[src/rtl/morse_pkg.sv]
// Shared Morse definitions: FSM encoding, ASCII constants and the
// ITU letter/digit lookup table used by both decoder and encoder.
package morse_pkg;

    typedef enum logic [1:0] {
        COLLECT    = 2'd0,
        EMIT       = 2'd1,
        EMIT_SPACE = 2'd2
    } state_t;

    localparam logic [6:0] ASCII_SPACE     = 7'h20;
    localparam logic [6:0] DEFAULT_UNKNOWN = 7'h3F;
    localparam int unsigned LUT_MAX_LEN    = 5;

    typedef struct packed {
        logic       hit;
        logic [6:0] ascii;
    } lookup_t;

    // Key is {len, pattern}; pattern bit 0 is the first element, 1 = dash.
    function automatic lookup_t morse_lookup(
        input logic [2:0] len,
        input logic [4:0] pattern
    );
        lookup_t r;
        r.hit   = 1'b1;
        r.ascii = 7'h00;
        case ({len, pattern})
            8'b001_00000: r.ascii = 7'h45;
            8'b001_00001: r.ascii = 7'h54;
            8'b010_00010: r.ascii = 7'h41;
            8'b010_00000: r.ascii = 7'h49;
            8'b010_00011: r.ascii = 7'h4D;
            8'b010_00001: r.ascii = 7'h4E;
            8'b011_00001: r.ascii = 7'h44;
            8'b011_00011: r.ascii = 7'h47;
            8'b011_00101: r.ascii = 7'h4B;
            8'b011_00111: r.ascii = 7'h4F;
            8'b011_00010: r.ascii = 7'h52;
            8'b011_00000: r.ascii = 7'h53;
            8'b011_00100: r.ascii = 7'h55;
            8'b011_00110: r.ascii = 7'h57;
            8'b100_00001: r.ascii = 7'h42;
            8'b100_00101: r.ascii = 7'h43;
            8'b100_00100: r.ascii = 7'h46;
            8'b100_00000: r.ascii = 7'h48;
            8'b100_01110: r.ascii = 7'h4A;
            8'b100_00010: r.ascii = 7'h4C;
            8'b100_00110: r.ascii = 7'h50;
            8'b100_01011: r.ascii = 7'h51;
            8'b100_01000: r.ascii = 7'h56;
            8'b100_01001: r.ascii = 7'h58;
            8'b100_01101: r.ascii = 7'h59;
            8'b100_00011: r.ascii = 7'h5A;
            8'b101_11111: r.ascii = 7'h30;
            8'b101_11110: r.ascii = 7'h31;
            8'b101_11100: r.ascii = 7'h32;
            8'b101_11000: r.ascii = 7'h33;
            8'b101_10000: r.ascii = 7'h34;
            8'b101_00000: r.ascii = 7'h35;
            8'b101_00001: r.ascii = 7'h36;
            8'b101_00011: r.ascii = 7'h37;
            8'b101_00111: r.ascii = 7'h38;
            8'b101_01111: r.ascii = 7'h39;
            default:      r.hit   = 1'b0;
        endcase
        return r;
    endfunction

endpackage

[src/rtl/morse_fifo.sv]
// Show-ahead synchronous FIFO; a push while full is accepted only
// when a pop happens on the same edge.
module morse_fifo #(
    parameter int WIDTH = 7,
    parameter int DEPTH = 8
) (
    input  logic                       clock,
    input  logic                       reset,
    input  logic                       push,
    input  logic [WIDTH-1:0]           din,
    input  logic                       pop,
    output logic [WIDTH-1:0]           dout,
    output logic                       full,
    output logic                       empty,
    output logic [$clog2(DEPTH+1)-1:0] count
);

    localparam int PW = $clog2(DEPTH);
    localparam int CW = $clog2(DEPTH + 1);

    logic [WIDTH-1:0] mem_q [DEPTH];
    logic [WIDTH-1:0] mem_d [DEPTH];
    logic [PW-1:0]    wr_ptr_q, wr_ptr_d;
    logic [PW-1:0]    rd_ptr_q, rd_ptr_d;
    logic [CW-1:0]    count_q, count_d;
    logic             do_push;
    logic             do_pop;

    assign empty = (count_q == '0);
    assign full  = (count_q == CW'(DEPTH));
    assign count = count_q;
    assign dout  = mem_q[rd_ptr_q];

    always_comb begin
        do_pop   = pop && !empty;
        do_push  = push && (!full || do_pop);
        mem_d    = mem_q;
        wr_ptr_d = wr_ptr_q;
        rd_ptr_d = rd_ptr_q;
        count_d  = count_q;
        if (do_push) begin
            mem_d[wr_ptr_q] = din;
            wr_ptr_d        = wr_ptr_q + 1'b1;
        end
        if (do_pop) begin
            rd_ptr_d = rd_ptr_q + 1'b1;
        end
        count_d = count_q + CW'(do_push) - CW'(do_pop);
    end

    always_ff @(posedge clock or posedge reset) begin
        if (reset) begin
            mem_q    <= '{default: '0};
            wr_ptr_q <= '0;
            rd_ptr_q <= '0;
            count_q  <= '0;
        end else begin
            mem_q    <= mem_d;
            wr_ptr_q <= wr_ptr_d;
            rd_ptr_q <= rd_ptr_d;
            count_q  <= count_d;
        end
    end

endmodule

[src/rtl/morse_stream_decoder.sv]
// Morse element stream to ASCII: element shift register, close/emit FSM,
// space suppression and a buffered valid/ready output with overflow flag.
module morse_stream_decoder
    import morse_pkg::*;
#(
    parameter int         MAX_ELEMENTS = 6,
    parameter int         FIFO_DEPTH   = 8,
    parameter logic [6:0] UNKNOWN_CHAR = DEFAULT_UNKNOWN
) (
    input  logic                            clock,
    input  logic                            reset,
    input  logic                            elemValid,
    input  logic                            elemDash,
    input  logic                            charEnd,
    input  logic                            wordEnd,
    output logic                            elemReady,
    output logic [6:0]                      ascii,
    output logic                            asciiValid,
    input  logic                            asciiReady,
    output logic [$clog2(FIFO_DEPTH+1)-1:0] fifoCount,
    output logic                            codeError,
    output logic                            overflow
);

    localparam int LEN_W = $clog2(MAX_ELEMENTS + 1);

    state_t                  state_q, state_d;
    logic [LEN_W-1:0]        len_q, len_d;
    logic [MAX_ELEMENTS-1:0] pattern_q, pattern_d;
    logic                    overlong_q, overlong_d;
    logic                    word_pend_q, word_pend_d;
    logic                    last_space_q, last_space_d;
    logic                    overflow_q, overflow_d;

    logic       wr_en;
    logic [6:0] wr_data;
    logic       code_err;
    logic       fifo_full;
    logic       fifo_empty;
    logic       pop;
    lookup_t    lut;
    logic       lut_hit;

    assign pop = asciiValid && asciiReady;
    assign lut = morse_lookup(len_q[2:0], pattern_q[4:0]);

    // Codes longer than the table can never hit, whatever the low bits say.
    assign lut_hit = lut.hit && !overlong_q &&
                     (len_q <= LEN_W'(LUT_MAX_LEN));

    always_comb begin
        state_d      = state_q;
        len_d        = len_q;
        pattern_d    = pattern_q;
        overlong_d   = overlong_q;
        word_pend_d  = word_pend_q;
        last_space_d = last_space_q;
        wr_en        = 1'b0;
        wr_data      = 7'h00;
        code_err     = 1'b0;
        unique case (state_q)
            COLLECT: begin
                if (elemValid) begin
                    if (len_q == LEN_W'(MAX_ELEMENTS)) begin
                        overlong_d = 1'b1;
                    end else begin
                        pattern_d[len_q] = elemDash;
                        len_d            = len_q + 1'b1;
                    end
                end
                if (wordEnd) begin
                    word_pend_d = 1'b1;
                    state_d     = (len_d != '0) ? EMIT : EMIT_SPACE;
                end else if (charEnd && (len_d != '0)) begin
                    word_pend_d = 1'b0;
                    state_d     = EMIT;
                end
            end
            EMIT: begin
                wr_en        = 1'b1;
                wr_data      = lut_hit ? lut.ascii : UNKNOWN_CHAR;
                code_err     = !lut_hit;
                last_space_d = (wr_data == ASCII_SPACE);
                len_d        = '0;
                pattern_d    = '0;
                overlong_d   = 1'b0;
                word_pend_d  = 1'b0;
                state_d      = word_pend_q ? EMIT_SPACE : COLLECT;
            end
            EMIT_SPACE: begin
                if (!last_space_q) begin
                    wr_en        = 1'b1;
                    wr_data      = ASCII_SPACE;
                    last_space_d = 1'b1;
                end
                word_pend_d = 1'b0;
                state_d     = COLLECT;
            end
            default: begin
                state_d = COLLECT;
            end
        endcase
        overflow_d = overflow_q | (wr_en & fifo_full & ~pop);
    end

    always_ff @(posedge clock or posedge reset) begin
        if (reset) begin
            state_q      <= COLLECT;
            len_q        <= '0;
            pattern_q    <= '0;
            overlong_q   <= 1'b0;
            word_pend_q  <= 1'b0;
            last_space_q <= 1'b0;
            overflow_q   <= 1'b0;
        end else begin
            state_q      <= state_d;
            len_q        <= len_d;
            pattern_q    <= pattern_d;
            overlong_q   <= overlong_d;
            word_pend_q  <= word_pend_d;
            last_space_q <= last_space_d;
            overflow_q   <= overflow_d;
        end
    end

    assign elemReady  = (state_q == COLLECT);
    assign codeError  = code_err;
    assign overflow   = overflow_q;
    assign asciiValid = !fifo_empty;

    morse_fifo #(
        .WIDTH (7),
        .DEPTH (FIFO_DEPTH)
    ) u_fifo (
        .clock (clock),
        .reset (reset),
        .push  (wr_en),
        .din   (wr_data),
        .pop   (asciiReady),
        .dout  (ascii),
        .full  (fifo_full),
        .empty (fifo_empty),
        .count (fifoCount)
    );

endmodule

[config.mk]
export PLATFORM = sky130hd
export DESIGN_NAME = morse_stream_decoder
export DESIGN_NICKNAME = d
export VERILOG_FILES = /design/src/rtl/morse_pkg.sv /design/src/rtl/morse_fifo.sv /design/src/rtl/morse_stream_decoder.sv
export SDC_FILE = /design/constraint.sdc
export NUM_CORES = 1
export LEC_CHECK = 0
export CORE_MARGIN = 2
export CORE_UTILIZATION = 62
export CTS_BUF_LIST = sky130_fd_sc_hd__clkbuf_8
export CTS_CLUSTER_SIZE = 14
export DETAILED_ROUTE_END_ITERATION = 16
export PLACE_DENSITY = 0.8
export SYNTH_ARGS = -nofsm -noshare
export SYNTH_HDL_FRONTEND = slang
export SYNTH_SLANG_ARGS = --single-unit
[constraint.sdc]
create_clock -name clock -period 4.1 [get_ports clock]
set_input_delay 0.82 -clock clock [delete_from_list [all_inputs] [get_ports clock]]
set_output_delay 0.82 -clock clock [all_outputs]
set_load 0.01 [all_outputs]
## Word level (Yosys, flattened, before mapping)

Cells that the tools add are included.

| cells by class | value |
|---|---|
| order comparisons | 6 |
| reduce and logical (&&, ||, !) cells | 23 |
| add/sub/neg operators | 5 |
| muxes and demuxes | 36 |
| divide/modulo/power cells | 0 |
| shift-type cells | 0 |
| multiply operators | 0 |
| bitwise operators | 6 |
| equality and inequality tests | 45 |

Operators by type and width:

| kind | number |
|---|---|
| $pmux 7 s36 | 1 |
| $eq 8x8->1 const B | 22 |
| $eq 8x7->1 const B | 12 |
| $bwmux 56 | 1 |
| $reduce_or 36->1 | 1 |
| $mux 7 | 4 |
| $bmux 7 s3 | 1 |
| $demux 7 s3 | 1 |
| $mux 6 | 3 |
| $eq 8x6->1 const B | 2 |
| $pmux 7 s2 | 1 |
| $pmux 6 s2 | 1 |
| $add 3x1->3 const B | 3 |
| $mux 3 | 3 |
| $ge 4x4->1 const B | 2 |
| $mux 1 | 8 |
| $mux 2 | 4 |
| $not 3->4 | 2 |
| $pmux 1 s2 | 4 |
| $eq 7x6->1 const B | 1 |
| $logic_and 1x1->1 | 7 |
| $bwmux 6 | 1 |
| $pmux 3 s2 | 1 |
| $reduce_and 3->1 | 2 |
| 26 further kinds | 33 |

| word-level totals | value |
|---|---|
| bits in writable memories | 0 |
| memories kept | 0 |
| latch bits | 0 |
| register bits after elaboration | 81 |
| memory bits (read-only) | 0 |
| word-level logic and storage cells | 139 |

## Depth between registers and ports, before layout

Gate-level depths: netlist (run 1).

| logic depth | value |
|---|---|
| depth in word-level cells | 9 |
| depth in mapped cells | 11 |

## Modules after synthesis

From an unflattened synthesis (run 1), not the netlist that was laid out.

| unflattened totals | value |
|---|---|
| cells, all modules | 411 |
| area, all modules | 4733.3 µm² |

Modules (own cells, without submodules):

| module | cells each | sequential area each (µm²) | times used | area each (µm²) |
|---|---|---|---|---|
| morse_fifo | 207 | 1651.6 | 1 | 3199.3 |
| morse_stream_decoder | 204 | 350.3 | 1 | 1534.0 |

## Worst setup path before layout (run 1)

No wires, ideal clock.

| path | value |
|---|---|
| kind | register to output |
| from | register u_fifo.rd_ptr_q[0] |
| to | output port ascii[1] |
| required time | 3.280 ns |
| stages on the path, launching flop included | 5 |
| setup slack | 1.251 ns |
| arrival | 2.029 ns |
| path buffers | 2 |
| cells stage by stage | dfrtp_1 > clkbuf_1 > buf_1 > mux4_2 > mux2_2 |

| on the way | value |
|---|---|
| cells in the longest elaborated chain, start to end | 4 |

RTL lines:

| what | RTL line | RTL |
|---|---|---|
| start: declaration | morse_fifo.sv:24 | `logic [PW-1:0] rd_ptr_q, rd_ptr_d;` |
| start signal: assignment | morse_fifo.sv:60 | `rd_ptr_q <= rd_ptr_d;` |
| $not 3->4 (not written as such) | morse_fifo.sv:32 | `assign dout = mem_q[rd_ptr_q];` |
| $bmux 7 s3 | morse_fifo.sv:32 |  |
| $mux 7 (not written as such) (2 in series) | morse_fifo.sv:32 |  |
| end: declaration | morse_stream_decoder.sv:17 | `output logic [6:0] ascii,` |

Every way passes these cells. The select of a mux whose other input is x is not followed.

## Worst setup path after layout (run 1)

| path | value |
|---|---|
| from | register len_q[1] |
| to | output port codeError |

| on the way | value |
|---|---|
| cells in the longest elaborated chain, start to end | 7 |

RTL lines:

| what | RTL line | RTL |
|---|---|---|
| start: declaration | morse_stream_decoder.sv:28 | `logic [LEN_W-1:0] len_q, len_d;` |
| start signal: assignment | morse_stream_decoder.sv:117 | `len_q <= len_d;` |
| $eq 8x8->1 (tied with other cells) | morse_pkg.sv:28 | `case ({len, pattern})` |
| $reduce_or 36->1 (no source line) | -- |  |
| $mux 1 | morse_pkg.sv:28 |  |
| $logic_and 1x1->1 | morse_stream_decoder.sv:48 | `assign lut_hit = lut.hit && !overlong_q &&` |
| $logic_and 1x1->1 * | morse_stream_decoder.sv:48 |  |
| $logic_not 1->1 * | morse_stream_decoder.sv:82 | `code_err = !lut_hit;` |
| $mux 1 * | morse_stream_decoder.sv:61 | `unique case (state_q)` |
| end: declaration | morse_stream_decoder.sv:21 | `output logic codeError,` |

Mark *: on every way between the ends. The rest lies on a longest branch, timed or not.

==> flow_metrics.env, run 1 <==
export IMPL_finalSetupTns_ps=0
export IMPL_synth_area_mm2=0.00477
export IMPL_synth_cells=475
export IMPL_dpl_hpwl_um=7760
export IMPL_async_flop_share=1.00
export IMPL_busiest_layer="met2"
export IMPL_crit_path_max_incr_delay_ps=750
export IMPL_dpl_cell_area_mm2=0.00500
export IMPL_grt_max_degree=61
export IMPL_synth_area_mux_share=0.131
export IMPL_hold_buffers=0
export IMPL_synth_top_area_frac=0.420
export IMPL_diodes=0
export IMPL_cp_end_kind="output pin"
export IMPL_final_util=0.711
export IMPL_cts_tree="yes"
export IMPL_fin_area_mm2=0.00521
export IMPL_synth_compound_area_frac=0.172
export IMPL_ant_nets=0
export IMPL_cap_violations=0
export IMPL_worstHoldPathType="flip-flop to flip-flop"
export IMPL_cts_setup_buffers=0
export IMPL_yosysMostFrequentCell="dfrtp_1"
export IMPL_io_pins=22
export IMPL_worstPathCellList="nor2b_1 -> o2111ai_1 -> o211ai_1 -> a31oi_1 -> a31oi_1 -> nor2b_1 -> clkdlybuf4s50_1"
export IMPL_use_met3=0.0649
export IMPL_grt_setup_unrepaired="false"
export IMPL_detail_route_iter0_violations=339
export IMPL_gr_usage_all_layers=0.281
export IMPL_synth_edf_count=0
export IMPL_initial_core_util=0.650
export IMPL_grt_pass1_wl_um=18700
export IMPL_path_clk_slew_ps=80
export IMPL_drc_errors=0
export IMPL_cpMaxStageDelayCell="nor2b_1"
export IMPL_postSynthAreaPerCell_um2=10.0
export IMPL_cts_max_level=3
export IMPL_met1_usage=0.380
export IMPL_routed_via_density=6.48
export IMPL_synth_seq_cells=80
export IMPL_timing_final_crit_share=0.951
export IMPL_synth_xor_area_frac=0.0129
export IMPL_hold_viol_final=0
export IMPL_numCtsBuffers=9
export IMPL_worst_slack_ps=201
export IMPL_rows=31
export IMPL_finClkSkew_ps=14.0
export IMPL_fp_dieW_um=91.7
export IMPL_cp_max_fo=20
export IMPL_fmax_mhz=256
export IMPL_synthTopCellsByArea="dfrtp_1, mux4_2, mux2_2, nand2_1, ha_1"
export IMPL_tightestPinTransition_ps=1030
export IMPL_cp_start_kind="flip-flop"
export IMPL_status="finished, final reports clean"
export IMPL_path_class="flip-flop to output pin"
export IMPL_wl_um=11000
export IMPL_required_ps=3280
export IMPL_yosysWarnings=0
export IMPL_yosysSeqAreaShare=0.420
export IMPL_synth_top_family_by_area="simple AND/OR/NAND/NOR gates"
export IMPL_power_leakage_nw=2.23
export IMPL_stdcell_count=586
export IMPL_dr_pass1_iters=5
export IMPL_dp_cells=570
export IMPL_post_place_ws_ps=668
export IMPL_gp_congestion=0.942
export IMPL_antenna_found_initial=0
export IMPL_power_density_mw_per_mm2=795
export IMPL_nets=505
export IMPL_drive_gt1_frac=0.138
export IMPL_die_y_um=91.7
export IMPL_vias=3799
export IMPL_synthAdderAreaFrac=0.0436
export IMPL_setup_viol=0
export IMPL_yosys_area_share_simple=0.172
export IMPL_clock_path_buffers=2
export IMPL_ys_flop_type="dfrtp_1"
export IMPL_clk_latency_ps=350
export IMPL_die_area_mm2=0.00841
export IMPL_drv_slew=0
export IMPL_clock_sinks=80
export IMPL_maxSlewHeadroom=0.317
export IMPL_synthTopCellsByCount="dfrtp_1, nand2_1, o21ai_0"
export IMPL_grt_overflow=0
export IMPL_ir_drop_mv=0.464
export IMPL_synth_largest_area_cell="dfrtp_1"
export IMPL_clock_root_buffer="clkbuf_8"
export IMPL_cts_resized=0
export IMPL_port_buffers=21
export IMPL_critPathArrivalTime_ps=3080
export IMPL_grt_util_met2=0.448
export IMPL_synth_fp_nets=498
export IMPL_wire_per_inst_um=18.8
export IMPL_core_region_area_mm2=0.00733
export IMPL_area_growth_syn_to_layout_pct=9.32
export IMPL_ys_types=62
export IMPL_layout_min_cycle_time_ps=3900
export IMPL_grt_pass1_vias=3746
==> final cells by class <==
cell class	count	area (um^2)
clock inverter	6	75.1
timing repair buffer	28	263
sequential	80	2000
fill	512	2120
inverter	21	80.1
clock buffer	10	138
tap	99	124
multi-input combinational	342	2530
==> critical path: cells and delay by family, from the launching register on <==
family | cells | cell delay (ps)
AND/OR/NAND/NOR | 2 | 830
AO/OA/AOI/OAI | 4 | 810
flip-flops | 1 | 590
buffers and inverters | 1 | 500
==> cell usage in the layout (no fill, tap or decap), types with 12 or more instances in the layout <==
master | synthesis | routed
o21ai_0 | 26 | 26
a22o_1 | 17 | 17
clkdlybuf4s50_1 | 0 | 21
dfrtp_1 | 80 | 80
mux4_2 | 14 | 14
inv_1 | 21 | 20
nand2_1 | 53 | 53
nor2b_1 | 12 | 12
ha_1 | 15 | 15
mux2_2 | 23 | 23
nor2_1 | 22 | 22
a21oi_1 | 22 | 22
==> stage by stage <==
| stage | total power [mW] | hold WS (ps) |
|---|---|---|
| final | 4.15 | 490 |
| after global routing | 4.45 | 506 |
| after CTS | 4.13 | 491 |
| after detailed placement | 3.50 | 463 |
| after global placement | 3.42 | 457 |
| after floorplan | 2.94 | 445 |
==> layer usage <==
metal / share of wire / routed length, um
met4: 0.020 / 221
met3: 0.071 / 784
met1: 0.43 / 4740
met2: 0.48 / 5290
met5: 0 / 0
==> flip-flops by register name, summed over array words and instances, names as in the netlist, 2 cells and up <==
name and cells:
state_q 2, u_fifo.count 4, u_fifo.rd_ptr_q 3, len_q 3, u_fifo.mem_q 56, u_fifo.wr_ptr_q 3
pattern_q 5
==> cells by family after synthesis <==
| family | after synthesis |
|---|---|
| AOI/OAI and AO/OA | 122 |
| DFF | 80 |
| and+or+nand+nor | 155 |
| muxes | 42 |
| adders and majority gates | 16 |
| xor gates and xnor gates | 7 |
| buffers and inverters | 53 |
==> worst paths after layout <==
path                                 start               end  slack, ps  cells after the start
min in group asynchronous            reset  u_fifo.mem_q[30]        990                      2
setup / recovery                  len_q[1]         codeError        200                      7
hold / removal             u_fifo.mem_q[0]   u_fifo.mem_q[0]        490                      2
hold reg to reg            u_fifo.mem_q[0]   u_fifo.mem_q[0]        490                      2
max in group asynchronous            reset  u_fifo.mem_q[29]       2380                      3
setup reg to reg                  len_q[1]  u_fifo.mem_q[11]        960                      8
==> power by group <==
| part | switching (mW) | internal (mW) | total (mW) |
|---|---|---|---|
| Sequential | 0.439 | 1.09 | 1.53 |
| Clock | 0.311 | 0.307 | 0.618 |
| Combinational | 1.03 | 0.966 | 2.00 |
Power figures use the tool's default switching activity.
==> run 2: changes to the inputs <==
--- a/config.mk
+++ b/config.mk
@@ -11,6 +11,7 @@
 export CTS_CLUSTER_SIZE = 14
 export DETAILED_ROUTE_END_ITERATION = 16
 export PLACE_DENSITY = 0.8
+export SLEW_MARGIN = 0
 export SYNTH_ARGS = -nofsm -noshare
 export SYNTH_HDL_FRONTEND = slang
 export SYNTH_SLANG_ARGS = --single-unit
==> constraint.sdc (replaced) <==
create_clock -name clock -period 4 [get_ports clock]
set_input_delay 0.8 -clock clock [delete_from_list [all_inputs] [get_ports clock]]
set_output_delay 0.8 -clock clock [all_outputs]
set_load 0.01 [all_outputs]
==> flow_metrics.env, run 2 (synthesis gave the netlist of run 1 again) <==
export IMPL_cp_max_fo=20
export IMPL_detail_route_iter0_violations=374
export IMPL_hold_buffers=0
export IMPL_finalHoldWorstSlack_ps=488
export IMPL_hold_viol_final=0
export IMPL_initial_core_util=0.650
export IMPL_finClkSkew_ps=9.57
export IMPL_path_class="flip-flop to output pin"
export IMPL_grt_pass1_wl_um=18500
export IMPL_grt_overflow=0
export IMPL_drc_errors=0
export IMPL_mostFrequentLayoutCells="dfrtp_1, nand2_1, o21ai_0"
export IMPL_clk_latency_ps=360
export IMPL_die_area_mm2=0.00841
export IMPL_required_ps=3200
export IMPL_port_buffers=21
export IMPL_gp_congestion=0.910
export IMPL_core_region_area_mm2=0.00733
export IMPL_cp_end_kind="output pin"
export IMPL_dpl_hpwl_um=7840
export IMPL_maxSlewHeadroom=0.449
export IMPL_cts_max_level=3
export IMPL_nets=507
export IMPL_cp_start_kind="flip-flop"
export IMPL_die_y_um=91.7
export IMPL_area_growth_syn_to_layout_pct=9.53
export IMPL_diodes=0
export IMPL_numCtsBuffers=9
export IMPL_ant_nets=0
export IMPL_wire_per_inst_um=18.9
export IMPL_cts_resized=0
export IMPL_power_density_mw_per_mm2=817
export IMPL_clock_root_buffer="clkbuf_8"
export IMPL_cap_violations=0
export IMPL_dr_pass1_iters=6
export IMPL_cts_setup_buffers=0
export IMPL_worstHoldPathType="flip-flop to flip-flop"
export IMPL_power_leakage_nw=2.24
export IMPL_grt_max_degree=47
export IMPL_fp_dieW_um=91.7
export IMPL_finalSetupTns_ps=0
export IMPL_drv_slew=0
export IMPL_vias=3839
export IMPL_final_common_cell="dfrtp_1"
export IMPL_path_clk_slew_ps=90
export IMPL_tightestPinTransition_ps=826
export IMPL_routed_via_density=6.53
export IMPL_layout_min_cycle_time_ps=3830
export IMPL_largest_register="u_fifo.mem_q"
export IMPL_grt_setup_unrepaired="false"
export IMPL_largest_reg_flops=56
export IMPL_clock_path_buffers=2
export IMPL_timing_final_crit_share=0.956
export IMPL_rows=31
export IMPL_setup_viol=0
export IMPL_cts_tree="yes"
export IMPL_r2r_setup_slack_ps=960
export IMPL_wl_um=11100
export IMPL_grt_pass1_vias=3741
export IMPL_drive_gt1_frac=0.141
export IMPL_io_pins=22
export IMPL_clock_sinks=80
export IMPL_ir_drop_mv=0.551
export IMPL_antenna_found_initial=0
export IMPL_gr_usage_all_layers=0.278
export IMPL_critPathArrivalTime_ps=3030
export IMPL_status="finished, final reports clean"
export IMPL_fmax_mhz=261
==> run 2: cell count changes in the layout (fill, tap and decap cells not counted) <==
cell / previous run / this run
buf_4: 7 / 9
clkinv_4: 2 / 0
clkbuf_8: 10 / 9
inv_6: 1 / 4
==> run 2: path summary, 6_finish.rpt <==
path | cells after the start | endpoint | startpoint
min in group asynchronous | 2 | u_fifo.mem_q[42] | reset
max in group asynchronous | 3 | u_fifo.mem_q[16] | reset
max reg2reg | 8 | u_fifo.mem_q[4] | len_q[1]
min | 1 | overflow | overflow
min reg2reg | 1 | overflow | overflow
max | 7 | codeError | len_q[1]
==> run 2: power breakdown <==
part / switching [mW] / internal, mW / total, mW
sequential: 0.425 / 1.12 / 1.54
clock: 0.329 / 0.302 / 0.631
combinational: 1.09 / 0.998 / 2.09
==> run 2: cell type report <==
cell class,instances,area [um^2]
sequential,80,2000
timing repair buffer,30,278
tap,99,124
fill,531,2110
clock buffer,9,124
multi-input combinational,342,2530
clock inverter,7,83.8
inverter,21,80.1
==> run 2: routing by layer <==
metal | track usage | wire, um | vias to the layer above
met4 | 0.0846 | 232 | 0
li1 | - | - | 1754
met3 | 0.0444 | 626 | 31
met2 | 0.458 | 5380 | 153
met1 | 0.382 | 4860 | 1901
met5 | 0 | 0 | -
==> run 2: worst max-delay path: stages, from the launching register on <==
cell	delay, ps
dfrtp_1	590
nor2b_1	710
o2111ai_1	210
o211ai_1	170
a31oi_1	70
a31oi_1	320
nor2b_1	110
clkdlybuf4s50_1	490
==> run 2: stage by stage <==
step            util  cell area (um^2)  std cells  power, mW  worst slack [ps]
3_5_place_dp   0.684              5010        572       3.60               637
3_3_place_gp   0.684              5010        572       3.53               697
5_1_grt        0.712              5220        588       4.58              8.95
6_report       0.712              5220        588       4.27               175
2_1_floorplan      -              4770        475       3.02              1150
4_1_cts        0.712              5220        588       4.25               213
